## src/rtl/mem_pkg.sv

```systemverilog
// Shared encodings for the MEM-stage access unit: mem_op codes, FSM states, strobe patterns.
package mem_pkg;

    localparam logic [2:0] MEM_LB  = 3'b000;
    localparam logic [2:0] MEM_LH  = 3'b001;
    localparam logic [2:0] MEM_W   = 3'b010;
    localparam logic [2:0] MEM_LBU = 3'b100;
    localparam logic [2:0] MEM_LHU = 3'b101;

    localparam logic [3:0] STRB_B = 4'b0001;
    localparam logic [3:0] STRB_H = 4'b0011;
    localparam logic [3:0] STRB_W = 4'b1111;

    typedef enum logic [1:0] {
        IDLE = 2'd0,
        BUSY = 2'd1,
        DONE = 2'd2
    } state_e;

    // Size lives in op[1:0]; any code with op[1] set is treated as a word.
    function automatic logic is_misaligned(input logic [2:0] op, input logic [1:0] lo);
        case (op[1:0])
            2'b00:   return 1'b0;
            2'b01:   return lo[0];
            default: return |lo;
        endcase
    endfunction

endpackage

```

## src/rtl/mem_lane_align.sv

```systemverilog
// Combinational byte-lane steering: store strobes/replicated data and load extract/extend.
module mem_lane_align
    import mem_pkg::*;
(
    input  logic [2:0]  op_i,
    input  logic [1:0]  lane_i,
    input  logic [31:0] wdata_i,
    input  logic [31:0] rdata_i,
    output logic [3:0]  wstrb_o,
    output logic [31:0] wdata_o,
    output logic [31:0] ldata_o
);

    logic [7:0]  byte_v;
    logic [15:0] half_v;

    // Halves use only lane_i[1] and words ignore lane_i, which gives natural alignment.
    assign byte_v = rdata_i[8*lane_i +: 8];
    assign half_v = lane_i[1] ? rdata_i[31:16] : rdata_i[15:0];

    always_comb begin
        wstrb_o = STRB_W;
        wdata_o = wdata_i;
        ldata_o = rdata_i;
        case (op_i[1:0])
            2'b00: begin
                wstrb_o = STRB_B << lane_i;
                wdata_o = {4{wdata_i[7:0]}};
                ldata_o = op_i[2] ? {24'b0, byte_v} : {{24{byte_v[7]}}, byte_v};
            end
            2'b01: begin
                wstrb_o = STRB_H << {lane_i[1], 1'b0};
                wdata_o = {2{wdata_i[15:0]}};
                ldata_o = op_i[2] ? {16'b0, half_v} : {{16{half_v[15]}}, half_v};
            end
            default: ;
        endcase
    end

endmodule

```

## src/rtl/mem_access_unit.sv

```systemverilog
// MEM-stage data-memory access unit: req/ack bus FSM with timeout, stall generation, load capture.
// Optional MISALIGN_TRAP_EN: trap misaligned half/word accesses instead of masking the low bits.
module mem_access_unit
    import mem_pkg::*;
#(
    parameter int ADDR_W         = 32,
    parameter int TIMEOUT_CYCLES = 255
) (
    input  logic              clk,
    input  logic              rst_n,
    input  logic              mem_read,
    input  logic              mem_write,
    input  logic [2:0]        mem_op,
    input  logic [ADDR_W-1:0] addr,
    input  logic [31:0]       wdata,
    output logic [31:0]       dout,
    output logic              stall,
    output logic              misalign,
    output logic              bus_err,
    output logic              dbus_req,
    output logic              dbus_we,
    output logic [ADDR_W-1:0] dbus_addr,
    output logic [3:0]        dbus_wstrb,
    output logic [31:0]       dbus_wdata,
    input  logic [31:0]       dbus_rdata,
    input  logic              dbus_ack
);

    localparam int CNT_W = (TIMEOUT_CYCLES < 2) ? 1 : $clog2(TIMEOUT_CYCLES + 1);
    localparam logic [CNT_W-1:0] CNT_LIM = CNT_W'(TIMEOUT_CYCLES);

    state_e           state_q, state_d;
    logic [CNT_W-1:0] cnt_q, cnt_d;
    logic [31:0]      dout_q, dout_d;
    logic             abort_q, abort_d;

    logic        access, mis;
    logic        stall_c, req_c, mis_c, err_c;
    logic [3:0]  strb;
    logic [31:0] ldata;

    assign access = mem_read | mem_write;

`ifdef MISALIGN_TRAP_EN
    assign mis = is_misaligned(mem_op, addr[1:0]);
`else
    assign mis = 1'b0;
`endif

    mem_lane_align u_align (
        .op_i    (mem_op),
        .lane_i  (addr[1:0]),
        .wdata_i (wdata),
        .rdata_i (dbus_rdata),
        .wstrb_o (strb),
        .wdata_o (dbus_wdata),
        .ldata_o (ldata)
    );

    // The hazard unit holds EX/MEM while stalled, so these stay stable until ack.
    assign dbus_we    = mem_write;
    assign dbus_addr  = {addr[ADDR_W-1:2], 2'b00};
    assign dbus_wstrb = mem_write ? strb : 4'b0000;

    always_ff @(posedge clk or negedge rst_n) begin
        if (!rst_n) begin
            state_q <= IDLE;
            cnt_q   <= '0;
            dout_q  <= '0;
            abort_q <= 1'b0;
        end else begin
            state_q <= state_d;
            cnt_q   <= cnt_d;
            dout_q  <= dout_d;
            abort_q <= abort_d;
        end
    end

    always_comb begin
        state_d = state_q;
        cnt_d   = cnt_q;
        dout_d  = dout_q;
        abort_d = abort_q;
        stall_c = 1'b0;
        req_c   = 1'b0;
        mis_c   = 1'b0;
        err_c   = 1'b0;
        case (state_q)
            IDLE: begin
                cnt_d   = '0;
                abort_d = 1'b0;
                if (access && mis) begin
                    mis_c  = 1'b1;
                    dout_d = '0;
                end else if (access) begin
                    req_c   = 1'b1;
                    stall_c = 1'b1;
                    if (dbus_ack) begin
                        state_d = DONE;
                        if (!mem_write) dout_d = ldata;
                    end else begin
                        state_d = BUSY;
                    end
                end
            end
            BUSY: begin
                req_c   = 1'b1;
                stall_c = 1'b1;
                cnt_d   = cnt_q + 1'b1;
                if (dbus_ack) begin
                    state_d = DONE;
                    if (!mem_write) dout_d = ldata;
                end else if (TIMEOUT_CYCLES != 0 && cnt_d == CNT_LIM) begin
                    state_d = DONE;
                    abort_d = 1'b1;
                    dout_d  = '0;
                end
            end
            DONE: begin
                err_c   = abort_q;
                state_d = IDLE;
            end
            default: state_d = IDLE;
        endcase
    end

    // Reset kills the request immediately even if the pipeline still presents an access.
    assign stall    = stall_c & rst_n;
    assign dbus_req = req_c & rst_n;
    assign misalign = mis_c & rst_n;
    assign bus_err  = err_c & rst_n;
    assign dout     = dout_q;

endmodule

```

## config.mk

```make
export PLATFORM = sky130hd
export DESIGN_NAME = mem_access_unit
export DESIGN_NICKNAME = d
export VERILOG_FILES = /design/src/rtl/mem_pkg.sv /design/src/rtl/mem_lane_align.sv /design/src/rtl/mem_access_unit.sv
export SDC_FILE = /design/constraint.sdc
export NUM_CORES = 1
export LEC_CHECK = 0
export CORE_MARGIN = 5
export CORE_UTILIZATION = 25
export CTS_CLUSTER_SIZE = 14
export DETAILED_ROUTE_END_ITERATION = 16
export MAX_ROUTING_LAYER = met4
export PLACE_DENSITY_LB_ADDON = 0.15
export SYNTH_ARGS = -nofsm -noshare
export SYNTH_HDL_FRONTEND = slang
export SYNTH_SLANG_ARGS = --single-unit
```

## constraint.sdc

```tcl
create_clock -name clk -period 4.3 [get_ports clk]
set_clock_uncertainty 0.1 [all_clocks]
set_input_delay 0.86 -clock clk [delete_from_list [all_inputs] [get_ports clk]]
set_output_delay 0.86 -clock clk [all_outputs]
set_load 0.005 [all_outputs]
```

==> impl_metrics.tcl, run 1 <==
set metrics [dict create \
    syn_to_final_growth_pct 42.9 \
    syn_area_per_cell_um2 9.26 \
    cts_tree "yes" \
    crit_arrival_ns 2.64 \
    placed_area_mm2 0.00470 \
    yosys_warnings 0 \
    ys.flop_type "dfrtp_1" \
    final_cell_mix "clkdlybuf4s50_1 (143), nand2_1 (56), dfrtp_1 (43)" \
    wl_per_cell_um 19.8 \
    synth_edf_count 0 \
    synth-seq-area-share_pct 31.8 \
    status "finished clean" \
    numCtsBuffers 5 \
    clkTransAtPathRegs_ns 0.06 \
    worst_path_largest_cell_delay_ns 0.58 \
    fillers 1383 \
    n_antenna_cell 0 \
    path_max_fanout 10 \
    finalHoldViolations 0 \
    finalSetupViolations 0 \
    first_global_vias 3287 \
    synth-simple-area-share_pct 11.9 \
    crit_required_ns 3.34 \
    p_leak_nw 2.01 \
    ios 209 \
    grt_start_max_net_pins 44 \
    finalWorstSetupSlack_ns 0.701 \
    dp_slack_ns 0.694 \
    p_per_area_mw_per_mm2 301 \
    die_x_um 126 \
    vias 3159 \
    synth_compound_area_share_pct 27.4 \
    port_buffers 145 \
    final_nets 566 \
    cts.htree.levels 2 \
    path_buf_inv 3 \
    period_share_pct 83.7 \
    setup.worst_path.end_class "primary output" \
    vias_per_cell 4.96 \
    dieArea_mm2 0.0160 \
    routed_wl_um 12600 \
    cap_violations 0 \
    startpoint_type "input pin" \
    async_reset_ff_share_pct 100 \
    drtIter0Drc 229 \
    start_util_pct 25.6 \
    clockBufferDepth 2 \
    rows 42 \
    netlist_area_mm2 0.00339 \
    crit_chain "clkdlybuf4s50_1 -> nor2_1 -> buf_4 -> mux2_2 -> clkdlybuf4s50_1" \
    timing.setup.critical_path_class "input pin to primary output" \
    slew_viol_final 0 \
    antenna_left 0 \
    cts_hold_buf 0 \
    register_area_mm2 0.00108 \
    tightest_slew_ns 1.12 \
    synth_top_family_by_area "compound AO/OA/AOI/OAI gates" \
    finalPower_w 0.00146 \
    rsz0062_at_grt "false" \
    cts_setup_buffers 0 \
    setup_tns_ns 0 \
    synth_seq_cells 43 \
    cts.sinks 43 \
    drive_above_1_share_pct 10.8 \
    synth_xor_area_share_pct 0.480 \
    critPathSlowestCell "clkdlybuf4s50_1" \
    dp_hpwl_um 9790 \
    core_mm2 0.0132 \
    path_common_cell "clkdlybuf4s50_1" \
    slew_headroom_pct 24.9 \
    ctsRootBufferMaster "clkbuf_16" \
    mostFrequentLayoutCell "clkdlybuf4s50_1" \
    grt_pass1_wl_um 19800 \
    grt_antenna_before_repair 1 \
    fmax_ghz 0.278 \
    cpLargestDelayFamily "buffers and inverters" \
    post-route-min-period_ns 3.60 \
    place_congestion 0.773 \
    peakVddDrop_mv 0.155 \
    synthAdderAreaFrac_pct 0.739 \
    die_h_um 126 \
    yosysUniqueCellTypes 46 \
    hold_path.class "flip-flop to flip-flop" \
    synthMuxAreaShare_pct 13.5 \
    clk_latency_ns 0.28 \
    track_usage_pct 15.8 \
    cts-resized-gates 0 \
    grt_overflow 0 \
    design_area_mm2 0.00484 \
    syn_inst 366 \
    drcViolationCount 0 \
    drtPass1Iterations 4 \
    multiInputGateArea_mm2 0.00185 \
]
cell usage after synthesis (2+ instances only):
cell,instances,area (um^2)
nor3_1,3,15.0
o21a_1,3,22.5
clkbuf_1,21,78.8
buf_6,3,33.8
o211a_1,32,320
mux4_2,7,158
nor2_1,7,26.3
a22o_1,18,158
a21o_1,2,15.0
buf_4,43,323
dfrtp_1,43,1080
nand2_1,56,210
a21oi_1,21,105
o31ai_1,2,15.0
nand2b_1,4,25.0
a22oi_1,8,60.1
a221oi_1,8,70.1
inv_1,4,15.0
or3_1,2,12.5
mux2i_1,12,120
ha_1,2,25.0
o21ai_0,14,70.1
nand3_1,6,30.0
nor2b_1,4,25.0
mux2_2,16,180
buf_2,5,25.0
registers in the layout, summed over array words and instances (netlist names):
| name | flops |
|---|---|
| cnt_q | 8 |
| state_q | 2 |
| abort_q | 1 |
| dout | 32 |
path summary, 6_finish.rpt:
check	startpoint	endpoint	slack [ns]	cells past startpoint
setup / recovery	mem_op[0]	dbus_wdata[15]	0.70	5
hold / removal	dout[15]$_DFFE_PN0P_	dout[15]$_DFFE_PN0P_	0.42	1
setup reg to reg	cnt_q[0]$_DFFE_PN0N_	dout[11]$_DFFE_PN0P_	1.58	6
hold reg to reg	dout[15]$_DFFE_PN0P_	dout[15]$_DFFE_PN0P_	0.42	1
max in group asynchronous	rst_n	dout[1]$_DFFE_PN0P_	3.13	2
min in group asynchronous	rst_n	abort_q$_DFFE_PN0P_	0.57	2
layout make-up:
type / count / area share [%]
flip-flops and latches: 43 / 22.2
inverters: 4 / 0.310
well taps: 176 / 4.55
clock buffers: 6 / 2.66
clock inverters: 2 / 0.258
repair buffers: 158 / 31.8
multi-input cells: 248 / 38.2
cell families (layout without fill, tap and decap cells):
logic type               Yosys count  count (layout)
AND/OR/NAND/NOR                   89              89
multiplexers                      35              35
flip-flops                        43              43
adder cells (fa/ha/maj)            2               2
buffers and inverters             77             170
AO/OA/AOI/OAI                    118             118
other                              1               3
XOR/XNOR                           1               1
power by group:
group,total (W),internal (W),switching [W]
registers,0.000542,0.000482,0.0000596
logic,0.000531,0.000344,0.000188
clock network,0.000382,0.000215,0.000167
per-stage QoR:
step	std cells	util [%]	hold slack, ns
after CTS	637	36.6	0.425
after floorplan	368	-	0.366
after global routing	637	36.6	0.441
final	637	36.6	0.420
after detailed placement	629	35.5	0.411
after global placement	629	35.5	0.389
metal layers:
metal | share of wire [%] | global-route usage (%)
met5 | 0 | -
met4 | 0.75 | 2.52
met3 | 6.6 | 3.32
met2 | 48 | 24.8
met1 | 44 | 21.5
worst reg2reg max path, delay by kind of cell (launching register included):
kind / cells / cell delay [ns]
simple gates: 2 / 1.04
compound gates: 3 / 0.77
flops: 1 / 0.48
fa+ha+maj: 1 / 0.27
(Power assumes the default switching activity.)
==> run 2: changes to the inputs <==
==> constraint.sdc (replaced) <==
create_clock -name clk -period 3.1 [get_ports clk]
set_clock_uncertainty 0.1 [all_clocks]
set_input_delay 0.62 -clock clk [delete_from_list [all_inputs] [get_ports clk]]
set_output_delay 0.62 -clock clk [all_outputs]
set_load 0.005 [all_outputs]
==> impl_metrics.tcl, run 2 (synthesis results as in run 1) <==
set metrics [dict create \
    period_share_pct 94.1 \
    port_buffers 145 \
    drive_above_1_share_pct 11.8 \
    cap_violations 0 \
    clockBufferDepth 2 \
    cts_hold_buf 0 \
    power_frac_seq_pct 35.4 \
    dp_hpwl_um 9680 \
    cts_setup_buffers 0 \
    path_max_fanout 11 \
    grt_pass1_wl_um 19600 \
    place_congestion 0.759 \
    drtIter0Drc 139 \
    reg2reg_slack_ns 0.77 \
    cts.sinks 43 \
    die_x_um 126 \
    p_int_w 0.00155 \
    vias 3188 \
    post-route-min-period_ns 2.92 \
    largest_reg_flops 32 \
    wl_per_cell_um 19.6 \
    cts.htree.levels 2 \
    power_switching_w 0.000576 \
    cts_tree "yes" \
    ctsRootBufferMaster "clkbuf_16" \
    peakVddDrop_mv 0.190 \
    p_leak_nw 2.06 \
    dr.max_layer_used "met4" \
    fmax_ghz 0.343 \
    met1Wirelength_um 5640 \
    crit_chain "clkdlybuf4s50_1 -> buf_4 -> inv_1 -> nand2_1 -> a21oi_1 -> nor2b_1 -> clkdlybuf4s50_1" \
    fillers 1346 \
    grt_start_max_net_pins 61 \
    ios 209 \
    dieArea_mm2 0.0160 \
    setup.worst_path.end_class "primary output" \
    power_frac_clock_pct 29.6 \
    syn_to_final_growth_pct 45.5 \
    cpLargestDelayFamily "buffers and inverters" \
    slew_headroom_pct 61.1 \
    path_buf_inv 4 \
    start_util_pct 25.6 \
    mostFrequentLayoutCell "clkdlybuf4s50_1" \
    tightest_slew_ns 0.582 \
    hold_path.class "input pin to asynchronous set/reset pin" \
    p_per_area_mw_per_mm2 432 \
    grt_overflow 0 \
    clkTransAtPathRegs_ns 0.06 \
    vias_per_cell 4.97 \
    die_h_um 126 \
    final_nets 570 \
    clk_latency_ns 0.29 \
    routed_wl_um 12600 \
    first_global_vias 3219 \
    grt_antenna_before_repair 1 \
    finalWorstSetupSlack_ns 0.182 \
    numCtsBuffers 5 \
    core_mm2 0.0132 \
    rows 42 \
    rsz0062_at_grt "false" \
    wl_met2_um 6080 \
    n_antenna_cell 0 \
    slew_viol_final 0 \
    cts-resized-gates 0 \
    p_sw_share_pct 27.0 \
    drtPass1Iterations 5 \
    startpoint_type "input pin" \
    setup_tns_ns 0 \
    status "finished clean" \
    dp_slack_ns 0.169 \
    antenna_left 0 \
    finalHoldViolations 0 \
    finalSetupViolations 0 \
    path_common_cell "clkdlybuf4s50_1" \
    drcViolationCount 0 \
    met3WireLength_um 660 \
    worst_path_largest_cell_delay_ns 0.52 \
    critPathSlowestCell "clkdlybuf4s50_1" \
    pwr-share-comb_pct 35.0 \
    final_cell_mix "clkdlybuf4s50_1 (143), nand2_1 (56), dfrtp_1 (43)" \
    crit_arrival_ns 2.20 \
    crit_required_ns 2.38 \
    timing.setup.critical_path_class "input pin to primary output" \
    track_usage_pct 15.9 \
]
## run 2: changes by cell type in the layout (fill, tap and decap cells not counted)
cell        before  now
buf_12           0    2
buf_4           13   15
bufinv_16        0    1
clkbuf_1         1    0
clkbuf_8         0    1
clkinvlp_4       1    0
## run 2: worst paths after layout
path,start,to,cells past startpoint
max in group asynchronous,rst_n,dout[2]$_DFFE_PN0P_,2
min in group clk,abort_q$_DFFE_PN0P_,abort_q$_DFFE_PN0P_,1
setup / recovery,mem_op[0],dbus_wstrb[0],7
hold reg to reg,abort_q$_DFFE_PN0P_,abort_q$_DFFE_PN0P_,1
hold / removal,rst_n,abort_q$_DFFE_PN0P_,2
setup reg to reg,cnt_q[0]$_DFFE_PN0N_,dout[9]$_DFFE_PN0P_,7
## run 2: per-layer routing
metal | global-route usage [%] | vias to the layer above
met5 | - | -
met1 | 20.7 | 1550
li1 | - | 1499
met2 | 25.4 | 123
met4 | 3.85 | 0
met3 | 3.07 | 16
## run 2: per-stage QoR
| step | hold WS, ns | std cells | utilization, % | total power [W] | area, um^2 |
|---|---|---|---|---|---|
| floorplan | 0.224 | 368 | - | 0.00106 | 3400 |
| global placement | 0.390 | 633 | 35.9 | 0.00152 | 4750 |
| detailed placement | 0.397 | 633 | 35.9 | 0.00152 | 4750 |
| CTS | 0.372 | 641 | 37.2 | 0.00216 | 4930 |
| global route | 0.399 | 641 | 37.2 | 0.00224 | 4930 |
| finish | 0.335 | 641 | 37.2 | 0.00213 | 4930 |
## run 2: power by group through the flow
stage	sequential, W	combinational (W)	clock (W)
floorplan	0.000748	0.000308	0
global placement	0.000766	0.000751	0
detailed placement	0.000766	0.000756	0
CTS	0.000757	0.000760	0.000645
global route	0.000771	0.000804	0.000666
finish	0.000754	0.000744	0.000631
## run 2: area by class of cell
type / instances / area, um^2 / area share [%]
multi-input cells: 248 / 1850 / 37.5
repair buffers: 162 / 1590 / 32.3
flip-flops and latches: 43 / 1080 / 21.8
well taps: 176 / 220 / 4.47
clock buffers: 6 / 139 / 2.82
clock inverters: 2 / 35.0 / 0.711
inverters: 4 / 15.0 / 0.305
